`src/rtl/if_id_pipe_if.sv`:
```
// IF/ID pipeline bus.
// Carries the fetch-side inputs (if_pc, if_instr, if_valid), the hazard
// controls (stall, flush), the PC write enable back to fetch, and the
// registered ID-stage outputs plus status (halted, bubble_cnt).
// master: the fetch/hazard side that drives the inputs.
// slave : the IF/ID pipeline register block.
interface if_id_pipe_if;
    logic [15:0] if_pc;
    logic [15:0] if_instr;
    logic        if_valid;
    logic        stall;
    logic        flush;
    logic        pc_wen;
    logic [15:0] id_pc;
    logic [15:0] id_pc_plus2;
    logic [15:0] id_instr;
    logic        id_valid;
    logic        halted;
    logic [15:0] bubble_cnt;

    modport master (
        output if_pc, if_instr, if_valid, stall, flush,
        input  pc_wen, id_pc, id_pc_plus2, id_instr, id_valid, halted, bubble_cnt
    );

    modport slave (
        input  if_pc, if_instr, if_valid, stall, flush,
        output pc_wen, id_pc, id_pc_plus2, id_instr, id_valid, halted, bubble_cnt
    );
endinterface

```
`src/rtl/if_id_pipe.sv`:
```
// IF/ID pipeline register with stall/flush handling and halt sequencing.
// Ports:
//   clk  - single clock, rising edge
//   rst  - asynchronous active-low reset
//   bus  - if_id_pipe_if.slave: fetch inputs, hazard controls, pc_wen,
//          registered ID outputs, halted flag and bubble counter
//
// state     | meaning
// ----------+-----------------------------------------------------------
// RUN       | normal fetch; capture, stall, flush or bubble each cycle
// HALT_PEND | HLT sits in ID; PC frozen, waiting for stall to drop
// HALTED    | processor stopped; outputs frozen until reset
module if_id_pipe #(
    parameter logic [15:0] NOP    = 16'h0000,
    parameter logic [3:0]  HLT_OP = 4'hF
) (
    input  logic         clk,
    input  logic         rst,
    if_id_pipe_if.slave  bus
);

    typedef enum logic [1:0] {
        RUN       = 2'd0,
        HALT_PEND = 2'd1,
        HALTED    = 2'd2
    } state_t;

    state_t state;

    logic capture;
    logic is_hlt;

    assign is_hlt  = (bus.if_instr[15:12] == HLT_OP);
    assign capture = (state == RUN) && bus.if_valid && !bus.stall && !bus.flush;

    // A flush in HALT_PEND squashes the HLT and redirects fetch, so the
    // PC is written and fetch resumes in RUN.
    assign bus.pc_wen = rst && (state != HALTED) &&
                        (bus.flush || (capture && !is_hlt));

    always_ff @(posedge clk or negedge rst) begin
        if (!rst) begin
            state           <= RUN;
            bus.id_pc       <= 16'h0000;
            bus.id_pc_plus2 <= 16'h0000;
            bus.id_instr    <= NOP;
            bus.id_valid    <= 1'b0;
            bus.halted      <= 1'b0;
            bus.bubble_cnt  <= 16'h0000;
        end else begin
            case (state)
                RUN: begin
                    if (bus.flush || (!bus.stall && !bus.if_valid)) begin
                        bus.id_instr <= NOP;
                        bus.id_valid <= 1'b0;
                        if (bus.bubble_cnt != 16'hFFFF)
                            bus.bubble_cnt <= bus.bubble_cnt + 16'd1;
                    end else if (!bus.stall) begin
                        bus.id_pc       <= bus.if_pc;
                        bus.id_pc_plus2 <= bus.if_pc + 16'd2;
                        bus.id_instr    <= bus.if_instr;
                        bus.id_valid    <= 1'b1;
                        if (is_hlt)
                            state <= HALT_PEND;
                    end
                end
                HALT_PEND: begin
                    if (bus.flush) begin
                        bus.id_instr <= NOP;
                        bus.id_valid <= 1'b0;
                        state        <= RUN;
                    end else if (!bus.stall) begin
                        bus.id_instr <= NOP;
                        bus.id_valid <= 1'b0;
                        bus.halted   <= 1'b1;
                        state        <= HALTED;
                    end
                end
                HALTED: begin
                    bus.id_instr <= NOP;
                    bus.id_valid <= 1'b0;
                    bus.halted   <= 1'b1;
                end
                default: begin
                    state <= RUN;
                end
            endcase
        end
    end

endmodule

```
`src/flat_wrapper.sv`:
```
// flat-port wrapper written by rule: the top's interface ports become plain ports
module if_id_pipe_flat 
#(
    parameter logic [15:0] NOP    = 16'h0000,
    parameter logic [3:0]  HLT_OP = 4'hF
)
  (clk, rst, bus_if_pc, bus_if_instr, bus_if_valid, bus_stall, bus_flush, bus_pc_wen, bus_id_pc, bus_id_pc_plus2, bus_id_instr, bus_id_valid, bus_halted, bus_bubble_cnt);
  if_id_pipe_if bus_i ();
  input  logic clk;
  input  logic rst;
  input wire logic [$bits(bus_i.if_pc)-1:0] bus_if_pc;
  input wire logic [$bits(bus_i.if_instr)-1:0] bus_if_instr;
  input wire logic [$bits(bus_i.if_valid)-1:0] bus_if_valid;
  input wire logic [$bits(bus_i.stall)-1:0] bus_stall;
  input wire logic [$bits(bus_i.flush)-1:0] bus_flush;
  output wire logic [$bits(bus_i.pc_wen)-1:0] bus_pc_wen;
  output wire logic [$bits(bus_i.id_pc)-1:0] bus_id_pc;
  output wire logic [$bits(bus_i.id_pc_plus2)-1:0] bus_id_pc_plus2;
  output wire logic [$bits(bus_i.id_instr)-1:0] bus_id_instr;
  output wire logic [$bits(bus_i.id_valid)-1:0] bus_id_valid;
  output wire logic [$bits(bus_i.halted)-1:0] bus_halted;
  output wire logic [$bits(bus_i.bubble_cnt)-1:0] bus_bubble_cnt;
  assign bus_i.if_pc = bus_if_pc;
  assign bus_i.if_instr = bus_if_instr;
  assign bus_i.if_valid = bus_if_valid;
  assign bus_i.stall = bus_stall;
  assign bus_i.flush = bus_flush;
  assign bus_pc_wen = bus_i.pc_wen;
  assign bus_id_pc = bus_i.id_pc;
  assign bus_id_pc_plus2 = bus_i.id_pc_plus2;
  assign bus_id_instr = bus_i.id_instr;
  assign bus_id_valid = bus_i.id_valid;
  assign bus_halted = bus_i.halted;
  assign bus_bubble_cnt = bus_i.bubble_cnt;
  if_id_pipe #(.NOP(NOP), .HLT_OP(HLT_OP)) u_core (.clk(clk), .rst(rst), .bus(bus_i));
endmodule
```
`config.mk`:
```
export PLATFORM = sky130hd
export DESIGN_NAME = if_id_pipe_flat
export DESIGN_NICKNAME = d
export VERILOG_FILES = /design/src/rtl/if_id_pipe_if.sv /design/src/rtl/if_id_pipe.sv /design/src/flat_wrapper.sv
export SDC_FILE = /design/constraint.sdc
export NUM_CORES = 1
export LEC_CHECK = 0
export BUFFER_PORTS_ARGS = -buffer_cell sky130_fd_sc_hd__clkbuf_2
export CAP_MARGIN = 20
export CORE_UTILIZATION = 40
export DETAILED_ROUTE_END_ITERATION = 10
export PLACE_DENSITY = 0.69
export SYNTH_ARGS = -nofsm -noshare
export SYNTH_HDL_FRONTEND = slang
export SYNTH_SLANG_ARGS = --single-unit
export TNS_END_PERCENT = 20
```
`constraint.sdc`:
```
create_clock -name clk -period 4.7 [get_ports clk]
set_input_delay 0.705 -clock clk [delete_from_list [all_inputs] [get_ports clk]]
set_output_delay 0.705 -clock clk [all_outputs]
set_load 0.05 [all_outputs]
```
# After elaboration in Yosys (flattened, before gate mapping)
# Cells that the tools add are included.
# word_totals
ff_bits,68
out_inout_bits,67
elab_cells,63
# classes
mux,18
n_eq_ne,12
n_reduce_logical,21
add_sub_neg,2
bitwise,3
# ops
operator,count
two-way mux 16 bit,4
case mux 16 bit (3 select lines),1
adder 16 x 1 -> 16 bit (second input constant),1
adder 16 x 2 -> 16 bit (second input constant),1
inequality test 16 bit (second input constant),1
AND reduction 3 bit,4
two-way mux 2 bit,5
inequality test 2 bit (second input constant),5
logical AND 1 bit,7
inequality test 3 bit (second input constant),2
case mux 2 bit (3 select lines),1
two-way mux 1 bit,5
AND reduction 5 bit,1
equality test 4 bit (second input constant),1
logical NOT 1 bit,4
inverter 1 bit,3
case mux 1 bit (3 select lines),1
nonzero test 3 bit,1
equality test 2 x 1 -> 1 bit (second input constant),1
equality test 2 bit (second input constant),1
logical NOT 2 bit,1
logical OR 1 bit,2
inequality test 2 x 1 -> 1 bit (second input constant),1
case mux 1 bit (2 select lines),1
nonzero test 2 bit,1

# Logic depth before layout (Yosys ltp)
# logic_depth
word_depth,7
mapped_depth,8
mapped_depth_nobuf,6

# Least setup slack after synthesis
# No wires, ideal clock.
# synth_path
path_type,input port to output port
startpoint,input bus_stall
endpoint,output bus_pc_wen
required_time_ps,3995
slack_ps,1866
path_stages,3
path_buffers,0
arrival_time_ps,2129
cell_sequence,nor2b_1 > a31oi_1 > nor3b_1
# synth_via
elab_chain_len,6
# synth_lines
element,line,rtl
from (decl),flat_wrapper.sv:14,input wire logic [$bits(bus_i.stall)-1:0] bus_stall;
logical NOT 1 bit,if_id_pipe.sv:34,assign capture = (state == RUN) && bus.if_valid && !bus.stall && !bus.flush;
logical AND 1 bit (2 in a row),if_id_pipe.sv:34,
logical AND 1 bit,if_id_pipe.sv:39,(bus.flush || (capture && !is_hlt));
logical OR 1 bit,if_id_pipe.sv:39,
logical AND 1 bit,if_id_pipe.sv:38,assign bus.pc_wen = rst && (state != HALTED) &&
to (decl),flat_wrapper.sv:16,output wire logic [$bits(bus_i.pc_wen)-1:0] bus_pc_wen;
# Every way passes these cells.

# Worst setup path in the final report
# layout_path
startpoint,register u_core.state[0]
endpoint,output bus_pc_wen
# layout_via
elab_chain_len,7
# layout_lines
element,line,rtl
from (decl),if_id_pipe.sv:28,state_t state;
from (signal assigned),if_id_pipe.sv:43,state <= RUN;
from (signal assigned),if_id_pipe.sv:64,state <= HALT_PEND;
from (signal assigned),if_id_pipe.sv:71,state <= RUN;
logical NOT 2 bit,if_id_pipe.sv:34,
logical AND 1 bit (3 in a row),if_id_pipe.sv:34,
logical AND 1 bit,if_id_pipe.sv:39,
logical OR 1 bit,if_id_pipe.sv:39,
logical AND 1 bit *,if_id_pipe.sv:38,
# Every way passes the cells marked *; elsewhere a longest branch is shown, timed or not.

==> flow_summary_export.csv <==
group,metric,value,unit
outcome,status,"completed",
global_routing,grt_pass1_wl,11.94,mm
timing,fin_crit,2846,ps
worst_hold_path,hp-class,"in -> async",
layout,stdcell_count,513,
synthesis,yosysTopAreaCell,"dfrtp_1",
place,io_buffer_count,103,
clocking,cts-root-buf,"clkbuf_8",
place,pre_cts_slack,2214,ps
timing,report.final.slew_viol_count,0,
place,place_congestion,0.8274,
routing,drt_pass1_iterations,4,
worst_setup_path,worstPathCellList,"inv_1, ha_1, nor2b_1, a31oi_1, nor3b_1, clkbuf_2",
floorplan,num_rows,31,
clocking,post_cts_buffers,0,
place,dpl.cell_count,498,
clocking,hold_buffers,0,
floorplan,io_pins,104,
timing,fin_ws,1854,ps
run,cap_violations,0,
timing,finalCritPeriodShare,60.55,%
timing,fmax,351.4,MHz
synthesis,yosysWarningCount,0,
routing,vias_per_cell,4.947,
synthesis,synth_top_cell_area_share,53.56,%
timing,setup_viol,0,
global_routing,grt.total_usage,18.28,%
routing,vias,2538,
clocking,ctsLongestPathBuffers,2,
place,hpwl,5.221,mm
timing,finalSetupTns,0,ps
global_routing,grt-ovfl-total,0,
clocking,cts_tree,"done",
floorplan,fp.dieH,90.47,um
power_and_ir_drop,p_leak,2.009,nW
clocking,clock_latency,330,ps
synthesis,ys_ff_latch,67,
global_routing,grt_pass1_vias,2436,
routing,drt_iter0_drc,117,
synthesis,synth.area.top_cells,"dfrtp_1 54%, nand2_1 8.4%, a22o_1 4.5%",
clocking,ctsResizeCount,0,
synthesis,ys_types,40,
worst_setup_path,cp.arrival,2140,ps
worst_setup_path,worst_setup_path_start_kind,"flop",
clocking,numCtsBuffers,9,
routing,drtAntennaViolNets,0,
power_and_ir_drop,vdd_drop_max,0.4490,mV
worst_setup_path,path_max_fanout,12,
timing,slew_headroom,55.11,%
floorplan,core_area,7408,sq um
worst_setup_path,critPathCaptureType,"primary output",
layout,area_growth,25.78,%
global_routing,antenna_found_initial,0,
timing,worst_slew_pin_slew,672.6,ps
layout,drive_gt1_share,32.61,%
global_routing,grt_max_degree,49,
timing,worst_clock_skew,4.656,ps
layout,layout_commonest_cell,"clkbuf_2",
layout,layout_common_cells,"102 x clkbuf_2, 70 x nand2_1, 67 x dfrtp_1",
synthesis,postSynthCellCount,306,
routing,drc,0,
power_and_ir_drop,p_total,2.609,mW
worst_setup_path,crit_type,"reg -> out",
floorplan,start_util,42.26,%
synthesis,syn_nets,348,
layout,n_antenna_cell,0,
power_and_ir_drop,powerDensity,662.6,nW/um^2
routing,wl_per_cell,13.78,um
worst_setup_path,cp_slowest_cell,"ha_1",
floorplan,die_w,90.47,um
synthesis,yosysSeqAreaShare,53.56,%
synthesis,avgSynthCellArea,10.23,sq um
timing,hold_violations,0,
worst_setup_path,critPathMaxStageDelay,420,ps
clocking,clkSinkCount,67,
worst_setup_path,cp.required,3990,ps
floorplan,dieArea,8184,sq um
layout,fin_util,53.15,%
clocking,cts.clk_slew.worst_paths,70,ps
routing,wl,7.070,mm
layout,fin_nets,453,
timing,rsz0062_at_grt,"no",
synthesis,synth_area,3131,sq um
clocking,cts_max_level,3,
through the flow:
stage	cell area (sq um)	hold WS [ps]
floorplan	3131	409.4
global placement	3730	459.2
detailed placement	3730	462.8
CTS	3930	334.6
global route	3938	359.1
finish	3938	326.5
report_power, final:
group | total, mW | switching, mW | internal [mW]
clock network | 0.484 | 0.202 | 0.282
logic | 1.23 | 0.960 | 0.274
registers | 0.892 | 0.132 | 0.760
cell families (layout without fill, tap and decap cells):
group                    count (synthesis)  after routing  synth area share [%]
buffers and inverters                   22            130                 2.958
flip-flops                              67             67                 53.56
AND/OR/NAND/NOR                        132            132                 21.42
XOR/XNOR                                21             21                 5.875
AO/OA/AOI/OAI                           52             52                 11.67
multiplexers                             7              7                 2.518
adder cells (fa/ha/maj)                  5              5                 1.998
critical path: cells and delay by family (launching register included):
kind	cells	cell delay [ps]
buffers and inverters	2	390
adder cells (fa/ha/maj)	1	420
flip-flops	1	390
AND/OR/NAND/NOR	2	470
AO/OA/AOI/OAI	1	120
synth_stat cells:
cell type / count
nand2_1: 70
dfrtp_1: 67
a22o_1: 16
o21ai_0: 16
nand3_1: 11
xnor2_1: 11
inv_1: 10
nor2_1: 10
nor3_1: 10
xor2_1: 10
a21oi_1: 7
clkbuf_1: 6
nand4_1: 6
and3_1: 5
buf_2: 5
ha_1: 5
nor2b_1: 4
o21ai_1: 4
mux2_2: 3
mux2i_1: 3
a31oi_1: 2
and2_1: 2
nand4_4: 2
nor2_2: 2
nor3b_1: 2
nor4_1: 2
o31ai_1: 2
a2111oi_4: 1
a211oi_1: 1
a21o_1: 1
a41oi_1: 1
and4_1: 1
and4_4: 1
buf_4: 1
mux2_4: 1
nand3_2: 1
nand4_2: 1
nor4_2: 1
nor4_4: 1
o21bai_2: 1
state kept, by name, indices dropped and copies added (netlist names):
name / count
u_core.bus.bubble_cnt: 16
u_core.bus.halted: 1
u_core.bus.id_instr: 16
u_core.bus.id_pc: 15
u_core.bus.id_pc_plus2: 16
u_core.bus.id_valid: 1
u_core.state: 2
routing by layer:
layer	share of wire (%)	track usage [%]
met1	47	23.58
met2	48	29.17
met3	3.7	3.535
met4	1.8	9.409
met5	0	0
worst paths after layout:
| kind | start | cells after the start | end | slack [ps] |
|---|---|---|---|---|
| worst min-delay path | rst | 1 | u_core.bus.id_pc[11] | 330 |
| worst max register to register | u_core.state[0] | 7 | u_core.bus.id_instr[1] | 2230 |
| worst min register to register | u_core.bus.id_pc[3] | 2 | u_core.bus.id_pc[3] | 480 |
| worst max-delay path | u_core.state[0] | 6 | bus_pc_wen | 1850 |
| min in group clk | u_core.bus.id_pc[3] | 2 | u_core.bus.id_pc[3] | 480 |
| max in group asynchronous | rst | 2 | u_core.bus.id_pc_plus2[15] | 3400 |
area by class of cell:
cell class | count | area (sq um)
Clock buffer | 12 | 165.2
Clock inverter | 2 | 35.03
Fill cell | 688 | 3471
Inverter | 10 | 37.54
Multi-Input combinational cell | 217 | 1361
Sequential cell | 67 | 1677
Tap cell | 99 | 123.9
Timing Repair Buffer | 106 | 538.0
Note: power is estimated with default switching activity, not from simulation.
